### src/rtl/pwm_pkg.sv
// Shared PWM definitions for the 4-channel generator and the capture block.
// Holds the counter width, the stuck timeout, the channel FSM states and the duty saturation helper.
package pwm_pkg;

    localparam int PWM_CNT_W   = 8;
    localparam int PWM_TIMEOUT = 512;

    typedef enum logic [1:0] {
        ST_WAIT  = 2'd0,
        ST_RUN   = 2'd1,
        ST_STUCK = 2'd2
    } chan_state_t;

    // Clamp a CNT_W+2 bit high-time count to the CNT_W bit duty range.
    function automatic logic [PWM_CNT_W-1:0] sat_duty(input logic [PWM_CNT_W+1:0] cnt);
        return (cnt[PWM_CNT_W+1:PWM_CNT_W] != 2'b00) ? {PWM_CNT_W{1'b1}} : cnt[PWM_CNT_W-1:0];
    endfunction

endpackage

### src/rtl/pwm_capture_chan.sv
// One PWM capture channel: 2-flop sync, optional glitch filter (PWM_CAPTURE_GLITCH_FILTER_EN), counters, FSM, result regs.
// Latency: input edge -> 2 clk sync + 1 tick edge register; valid 1 clk after the publishing tick.
// No backpressure: results overwrite, valid is a single-cycle strobe only on clk_en ticks.
module pwm_capture_chan
    import pwm_pkg::*;
#(
    parameter int CNT_W   = PWM_CNT_W,
    parameter int TIMEOUT = PWM_TIMEOUT
) (
    input  logic             clk,
    input  logic             reset,
    input  logic             clk_en,
    input  logic             pwm_in,
    output logic [CNT_W-1:0] duty,
    output logic             valid,
    output logic             stuck,
    output logic             period_err
);

    localparam int             CW      = CNT_W + 2;
    localparam logic [CW-1:0]  TO      = CW'(TIMEOUT);
    localparam logic [CW-1:0]  NOM     = CW'(2**CNT_W);
    localparam logic [CW-1:0]  CNT_MAX = '1;

    logic          sync1, sync2, s, prev, rise;
    logic [CW-1:0] per_cnt, hi_cnt;
    logic          publish, enter_stuck;
    chan_state_t   state, state_nxt;

    always_ff @(posedge clk or negedge reset) begin
        if (!reset) begin
            sync1 <= 1'b0;
            sync2 <= 1'b0;
        end else begin
            sync1 <= pwm_in;
            sync2 <= sync1;
        end
    end

`ifdef PWM_CAPTURE_GLITCH_FILTER_EN
    // s follows the sync output only once three consecutive tick samples agree.
    logic [1:0] hist;

    always_ff @(posedge clk or negedge reset) begin
        if (!reset)      hist <= 2'b00;
        else if (clk_en) hist <= {hist[0], sync2};
    end

    assign s = (sync2 == hist[0] && sync2 == hist[1]) ? sync2 : prev;
`else
    assign s = sync2;
`endif

    assign rise = clk_en & s & ~prev;

    always_ff @(posedge clk or negedge reset) begin
        if (!reset) begin
            prev    <= 1'b0;
            per_cnt <= '0;
            hi_cnt  <= '0;
        end else if (clk_en) begin
            prev <= s;
            if (rise) begin
                per_cnt <= CW'(1);
                hi_cnt  <= CW'(1);
            end else begin
                if (per_cnt != TO)           per_cnt <= per_cnt + CW'(1);
                if (s && hi_cnt != CNT_MAX)  hi_cnt  <= hi_cnt + CW'(1);
            end
        end
    end

    always_ff @(posedge clk or negedge reset) begin
        if (!reset) state <= ST_WAIT;
        else        state <= state_nxt;
    end

    always_comb begin
        state_nxt = state;
        case (state)
            ST_WAIT, ST_RUN: begin
                if (rise)                              state_nxt = ST_RUN;
                else if (clk_en && per_cnt == TO)      state_nxt = ST_STUCK;
            end
            ST_STUCK: if (rise)                        state_nxt = ST_RUN;
            default:                                   state_nxt = ST_WAIT;
        endcase
    end

    always_comb begin
        publish     = rise && (state == ST_RUN);
        enter_stuck = clk_en && !rise && (state != ST_STUCK) && (per_cnt == TO);
    end

    always_ff @(posedge clk or negedge reset) begin
        if (!reset) begin
            duty       <= '0;
            valid      <= 1'b0;
            stuck      <= 1'b0;
            period_err <= 1'b0;
        end else begin
            valid <= publish | enter_stuck;
            if (publish) begin
                duty       <= sat_duty(hi_cnt);
                period_err <= (per_cnt != NOM);
                stuck      <= 1'b0;
            end else if (enter_stuck) begin
                duty       <= s ? {CNT_W{1'b1}} : {CNT_W{1'b0}};
                period_err <= 1'b0;
                stuck      <= 1'b1;
            end
        end
    end

endmodule

### src/rtl/pwm_capture.sv
// Four-channel PWM duty-cycle meter; glitch filter enabled by PWM_CAPTURE_GLITCH_FILTER_EN.
// Latency: input edge -> 2 clk + 1 tick to detect, result and valid 1 clk after the publishing tick.
// No backpressure: each channel strobes valid for one clk and results are simply overwritten.
module pwm_capture
    import pwm_pkg::*;
#(
    parameter int CNT_W   = PWM_CNT_W,
    parameter int TIMEOUT = PWM_TIMEOUT
) (
    input  logic             clk,
    input  logic             reset,
    input  logic             clk_en,
    input  logic [3:0]       pwm_in,
    output logic [CNT_W-1:0] duty0,
    output logic [CNT_W-1:0] duty1,
    output logic [CNT_W-1:0] duty2,
    output logic [CNT_W-1:0] duty3,
    output logic [3:0]       valid,
    output logic [3:0]       stuck,
    output logic [3:0]       period_err
);

    logic [CNT_W-1:0] duty_ch [4];

    for (genvar i = 0; i < 4; i++) begin : g_chan
        pwm_capture_chan #(
            .CNT_W   (CNT_W),
            .TIMEOUT (TIMEOUT)
        ) u_chan (
            .clk        (clk),
            .reset      (reset),
            .clk_en     (clk_en),
            .pwm_in     (pwm_in[i]),
            .duty       (duty_ch[i]),
            .valid      (valid[i]),
            .stuck      (stuck[i]),
            .period_err (period_err[i])
        );
    end

    assign duty0 = duty_ch[0];
    assign duty1 = duty_ch[1];
    assign duty2 = duty_ch[2];
    assign duty3 = duty_ch[3];

endmodule

### config.mk
export PLATFORM = sky130hd
export DESIGN_NAME = pwm_capture
export DESIGN_NICKNAME = d
export VERILOG_FILES = /design/src/rtl/pwm_pkg.sv /design/src/rtl/pwm_capture_chan.sv /design/src/rtl/pwm_capture.sv
export SDC_FILE = /design/constraint.sdc
export NUM_CORES = 1
export LEC_CHECK = 0
export BUFFER_PORTS_ARGS = -buffer_cell sky130_fd_sc_hd__buf_4
export CAP_MARGIN = 10
export CORE_MARGIN = 5
export CORE_UTILIZATION = 35
export CTS_CLUSTER_SIZE = 40
export DETAILED_ROUTE_END_ITERATION = 12
export GPL_TIMING_DRIVEN = 0
export PLACE_DENSITY_LB_ADDON = 0.2
export SYNTH_ARGS = -nofsm -noshare
export SYNTH_HDL_FRONTEND = slang
export SYNTH_SLANG_ARGS = --single-unit
### constraint.sdc
create_clock -name clk -period 2.9 [get_ports clk]
set_clock_uncertainty 0.05 [all_clocks]
set_input_delay 0.145 -clock clk [delete_from_list [all_inputs] [get_ports clk]]
set_output_delay 0.145 -clock clk [all_outputs]
set_load 0.05 [all_outputs]
# Word-level counts from Yosys, hierarchy flattened
# Cells that the tools add are included.
# word_totals
input_bits	7
wordCells	228
out_inout_bits	44
ff_bits	144
# op_classes
mux	64
addsub	8
n_eq_ne	36
reduce_logical	64
bitwise_logic	16
# ops
operator	n
$mux W10	16
$mux W8	16
$add A10 B1 Y10 const B	8
$ne A10 B10 Y1 const B	8
$eq A10 B10 Y1 const B	4
$ne A10 B9 Y1 const B	4
$reduce_bool A2 Y1	16
$logic_and A1 B1 Y1	24
$mux W2	12
$reduce_and A2 Y1	12
$mux W1	16
$pmux W2 S2	4
$ne A3 B1 Y1 const B	4
$and A1 B1 Y1	8
$eq A2 B1 Y1 const B	4
$eq A2 B2 Y1 const B	4
$logic_not A2 Y1	4
$ne A2 B1 Y1 const B	4
$ne A2 B2 Y1 const B	4
$reduce_or A2 Y1	4
$logic_not A1 Y1	4
$not A1 Y1	4
$or A1 B1 Y1	4

# Longest topological paths before layout
# depth
word_depth	8
mapped_depth	8
mapped_depth_nobuf	7

# Modules after synthesis
# Synthesis repeated with hierarchy kept, for this count alone.
# hier_totals
hier_cells	700
area_unflattened_um2	7201.9
# modules_own_cells
module	area_per_inst_um2	n_inst	cells_each	seq_area_each_um2
pwm_capture_chan	1800.5	4	175	900.9

# Worst setup path after synthesis
# Ideal clock, no wire load.
# synth_timing
path_kind	register -> register
from	register g_chan[3].u_chan.per_cnt[0]
to	register g_chan[3].u_chan.duty[4]
stages_incl_launch_ff	8
t_arrival_ns	1.732
path_buffers	0
path_slack_ns	0.994
required_time_ns	2.725
synth_period_minus_slack_ns	1.906
path_cell_list	dfrtp_1 > inv_1 > ha_1 > nor4b_4 > nand3_1 > o21a_1 > inv_1 > mux2_2
# synth_via
elab_chain_len	3
# synth_lines
item	line_no	source
start: declaration	pwm_capture_chan.sv:26	logic [CW-1:0] per_cnt, hi_cnt;
start signal: assignment	pwm_capture_chan.sv:67	if (per_cnt != TO) per_cnt <= per_cnt + CW'(1);
$eq A10 B10 Y1	pwm_capture_chan.sv:92	enter_stuck = clk_en && !rise && (state != ST_STUCK) && (per_cnt == TO);
$logic_and A1 B1 Y1	pwm_capture_chan.sv:92	
$reduce_bool A2 Y1 (no line)	-	
end signal: assignment	pwm_capture_chan.sv:104	duty <= sat_duty(hi_cnt);
end signal: assignment	pwm_capture_chan.sv:108	duty <= s ? {CNT_W{1'b1}} : {CNT_W{1'b0}};
end: declaration	pwm_capture_chan.sv:14	output logic [CNT_W-1:0] duty,
# No other way between the ends.
# A chain may end at the register's enable or synchronous reset.

# Worst setup path after layout
# Ends and elaborated chain as after synthesis.

==> results.yml <==
critical_path:
  critical_path_class: "flip-flop to flip-flop"
  worst-path-buf-inv: 2
  worst_setup_path_start_kind: "flip-flop"
  worstPathMaxFanout: 8
  crit_arrival_ps: 2480
  crit_path_end_kind: "flip-flop"
  critPathRequiredTime_ps: 3150
  critPathMaxStageDelay_ps: 430
  cp_cell_sequence: "inv_1, ha_1, nor4b_4, nand3_1, o21a_1, inv_1, mux2_2"
  crit_path_frequent_cell: "inv_1"
  cpLargestDelayFamily: "simple AND/OR/NAND/NOR gates"
  crit_slowest_cell: "dfrtp_1"
synth:
  ys.flop_type: "dfrtp_1"
  seq_area_frac_synth_pct: 49.4
  synth.area.mux_share_pct: 1.59
  synth_edf_count: 0
  syn_area_um2: 7300
  syn_nets: 744
  synth_compound_area_share_pct: 17.3
  avgSynthCellArea_um2: 10.1
  synth_top_family_by_area: "simple AND/OR/NAND/NOR gates"
  syn_inst: 725
  synthAdderAreaFrac_pct: 2.06
  ys_ff_latch: 144
  synth_xor_area_share_pct: 2.76
  ys_types: 69
  yosysWarnings: 0
  async_reset_ff_share_pct: 100
  synth-simple-area-share_pct: 22.8
pwr:
  p_per_area_nw_per_um2: 735
  power.share.combinational_pct: 21.7
  p_clk_share_pct: 37.8
  p_sw_w: 0.00200
  p_int_w: 0.00442
  pwr-share-seq_pct: 40.6
  p_sw_share_pct: 31.2
  power_w: 0.00642
  leakage_nw: 3.99
  max-vdd-ir-drop_v: 0.000477
run_status:
  status: "complete, no violations"
placed_design:
  post_dp_cell_area_um2: 8040
  port_buffers: 49
  dpl.cell_count: 1045
  dp_hpwl_mm: 11.1
  routabilityCongestion: 0.790
sta:
  relSlewSlack_pct: 47.2
  setup_viol: 0
  post-route-period-util_pct: 76.7
  rsz0062_at_grt: "false"
  drv_slew: 0
  clock.fmax_ghz: 0.449
  hold_viol_final: 0
  min_period_ps: 2230
  final.setup.tns_ps: 0
  worst_pin_slew_ps: 786
routing:
  ant_nets: 0
  vias_per_cell: 5.36
  first_iter_violations: 282
  wire_per_inst_um: 15.5
  via_count: 5791
  drc: 0
  wirelength_mm: 16.7
  dr.pass1.iters: 4
layout:
  nNetsFinal: 818
  areaGrowthSynthToFinish_pct: 19.7
  regArea_um2: 3600
  antenna_cells: 0
  multiInputGateArea_um2: 3390
  fin_area_um2: 8740
  n_fill_cell: 1978
  final_layout_size_suffix_gt1_share_pct: 15.0
  final_cell_count_no_fill: 1081
clocking:
  cts_tree: "built"
  clockBufferDepth: 2
  cts.sinks: 144
  cts_setup_buffers: 0
  htree_levels: 4
  clk_latency_ps: 420
  cts_buffers: 17
  clk_pin_slew_ps: 60
  cts-root-buf: "clkbuf_16"
global_routing:
  grt_pass1_vias: 5748
  antenna_found_initial: 0
  grtUsageTotal_pct: 14.8
  grt_pass1_wl_mm: 29.5
  overflow: 0
  grt_max_degree: 95
floorplanning:
  io_pins: 51
  die_y_um: 154
  die_area_um2: 23800
  row_count: 52
  initial_core_util_pct: 35.8
  die_x_um: 154
  placeableCoreArea_um2: 20400
run:
  maxCapViolCount: 0
hold_path:
  hp-class: "input port to flip-flop"
[logic make-up after synthesis]
family | Yosys count
compound gates | 176
xor+xnor | 23
fa+ha+maj | 12
buf+inv | 63
flops | 144
mux | 11
simple gates | 296
[per-stage QoR]
stage	hold WS (ps)	worst slack, ps	utilization (%)
after global placement	205	692	39.3
after CTS	129	665	42.9
after floorplan	-201	994	-
after global routing	162	483	42.9
after detailed placement	82.9	682	39.5
final	135	674	42.9
[worst reg2reg max path, stage by stage (launching register included)]
cell     delay, ps
dfrtp_1        430
inv_1           80
ha_1           140
nor4b_4        270
nand3_1        270
o21a_1         380
inv_1          150
mux2_2         340
[sequential cells by signal (all words and copies together), names as in the netlist]
name and count:
g_chan.u_chan.period_err 4, g_chan.u_chan.per_cnt 40, g_chan.u_chan.valid 4, g_chan.u_chan.hi_cnt 40, g_chan.u_chan.stuck 4, g_chan.u_chan.prev 4, g_chan.u_chan.s 4, g_chan.u_chan.state 8
g_chan.u_chan.duty 32, g_chan.u_chan.sync1 4
[worst paths after layout]
check / start / to / slack [ps] / cells past startpoint
max in group asynchronous: reset / g_chan[3].u_chan.hi_cnt[6]$_DFFE_PN0P_ / 1770 / 3
hold reg to reg: g_chan[3].u_chan.sync1$_DFF_PN0_ / g_chan[3].u_chan.s$_DFF_PN0_ / 300 / 0
setup / recovery: g_chan[3].u_chan.per_cnt[0]$_DFFE_PN0P_ / g_chan[3].u_chan.duty[4]$_DFFE_PN0P_ / 670 / 7
hold / removal: clk_en / g_chan[3].u_chan.prev$_DFFE_PN0P_ / 130 / 3
setup reg to reg: g_chan[3].u_chan.per_cnt[0]$_DFFE_PN0P_ / g_chan[3].u_chan.duty[4]$_DFFE_PN0P_ / 670 / 7
min in group asynchronous: reset / g_chan[2].u_chan.duty[4]$_DFFE_PN0P_ / 190 / 2
[what timing repair did]
item / in CTS / in global routing
endpoints found under the hold margin: 54 / 0
hold buffers: 5 / 0
gates resized for setup: 0 / 0
[metal layers]
layer	track usage [%]	up-vias	wire length, um
met5	0	-	0
met4	3.78	0	164
met3	2.96	12	543
met2	22.3	83	7550
met1	21.9	2841	8470
li1	-	2855	-
[Yosys cell counts (7+ instances only)]
library cell / number / area share, %
a211o_1: 8 / 0.96
nor2b_1: 12 / 1.0
nand3_1: 27 / 1.9
nor2_1: 51 / 2.6
o21ai_0: 31 / 2.1
a221o_1: 23 / 3.2
o31ai_1: 14 / 1.4
nor3_1: 18 / 1.2
a21oi_1: 36 / 2.5
dfrtp_1: 144 / 49
nand4_1: 25 / 2.1
nand2b_1: 8 / 0.69
clkbuf_1: 19 / 0.98
a22o_1: 8 / 0.96
a31oi_1: 9 / 0.77
ha_1: 12 / 2.1
o21a_1: 10 / 1.0
or4_1: 7 / 0.72
nand2_1: 56 / 2.9
and4_1: 8 / 0.96
xor2_1: 15 / 1.8
inv_1: 20 / 1.0
or3_1: 30 / 2.6
and3_1: 17 / 1.5
buf_4: 13 / 1.3
xnor2_1: 8 / 0.96
[cells in the final DEF, fill, tap and decap left out, types with 7 or more instances in the layout]
| master | synthesis | routed |
|---|---|---|
| a211o_1 | 8 | 8 |
| a21oi_1 | 36 | 36 |
| a221o_1 | 23 | 23 |
| a22o_1 | 8 | 8 |
| a31oi_1 | 9 | 9 |
| and3_1 | 17 | 17 |
| and4_1 | 8 | 8 |
| buf_4 | 13 | 61 |
| clkbuf_1 | 19 | 20 |
| clkbuf_16 | 0 | 17 |
| dfrtp_1 | 144 | 144 |
| ha_1 | 12 | 12 |
| inv_1 | 20 | 20 |
| nand2_1 | 56 | 56 |
| nand2b_1 | 8 | 8 |
| nand3_1 | 27 | 27 |
| nand4_1 | 25 | 25 |
| nor2_1 | 51 | 51 |
| nor2b_1 | 12 | 12 |
| nor3_1 | 18 | 18 |
| o21a_1 | 10 | 10 |
| o21ai_0 | 31 | 31 |
| o31ai_1 | 14 | 14 |
| or3_1 | 30 | 30 |
| or4_1 | 7 | 7 |
| xnor2_1 | 8 | 8 |
| xor2_1 | 15 | 15 |
[power by group through the flow]
stage / clock (W) / sequential (W) / combinational, W
2_1_floorplan: 0 / 0.00289 / 0.000696
3_3_place_gp: 0 / 0.00263 / 0.00138
3_5_place_dp: 0 / 0.00263 / 0.00140
4_1_cts: 0.00249 / 0.00260 / 0.00141
5_1_grt: 0.00256 / 0.00266 / 0.00152
6_report: 0.00242 / 0.00260 / 0.00139
[cell type report]
type | count | share of cell area (%)
Buffer | 43 | 2.59
Clock buffer | 21 | 5.38
Clock inverter | 10 | 2.09
Inverter | 20 | 0.859
Multi-Input combinational cell | 518 | 38.8
Sequential cell | 144 | 41.2
Tap cell | 270 | 3.87
Timing Repair Buffer | 55 | 5.14
Power figures use the tool's default switching activity.
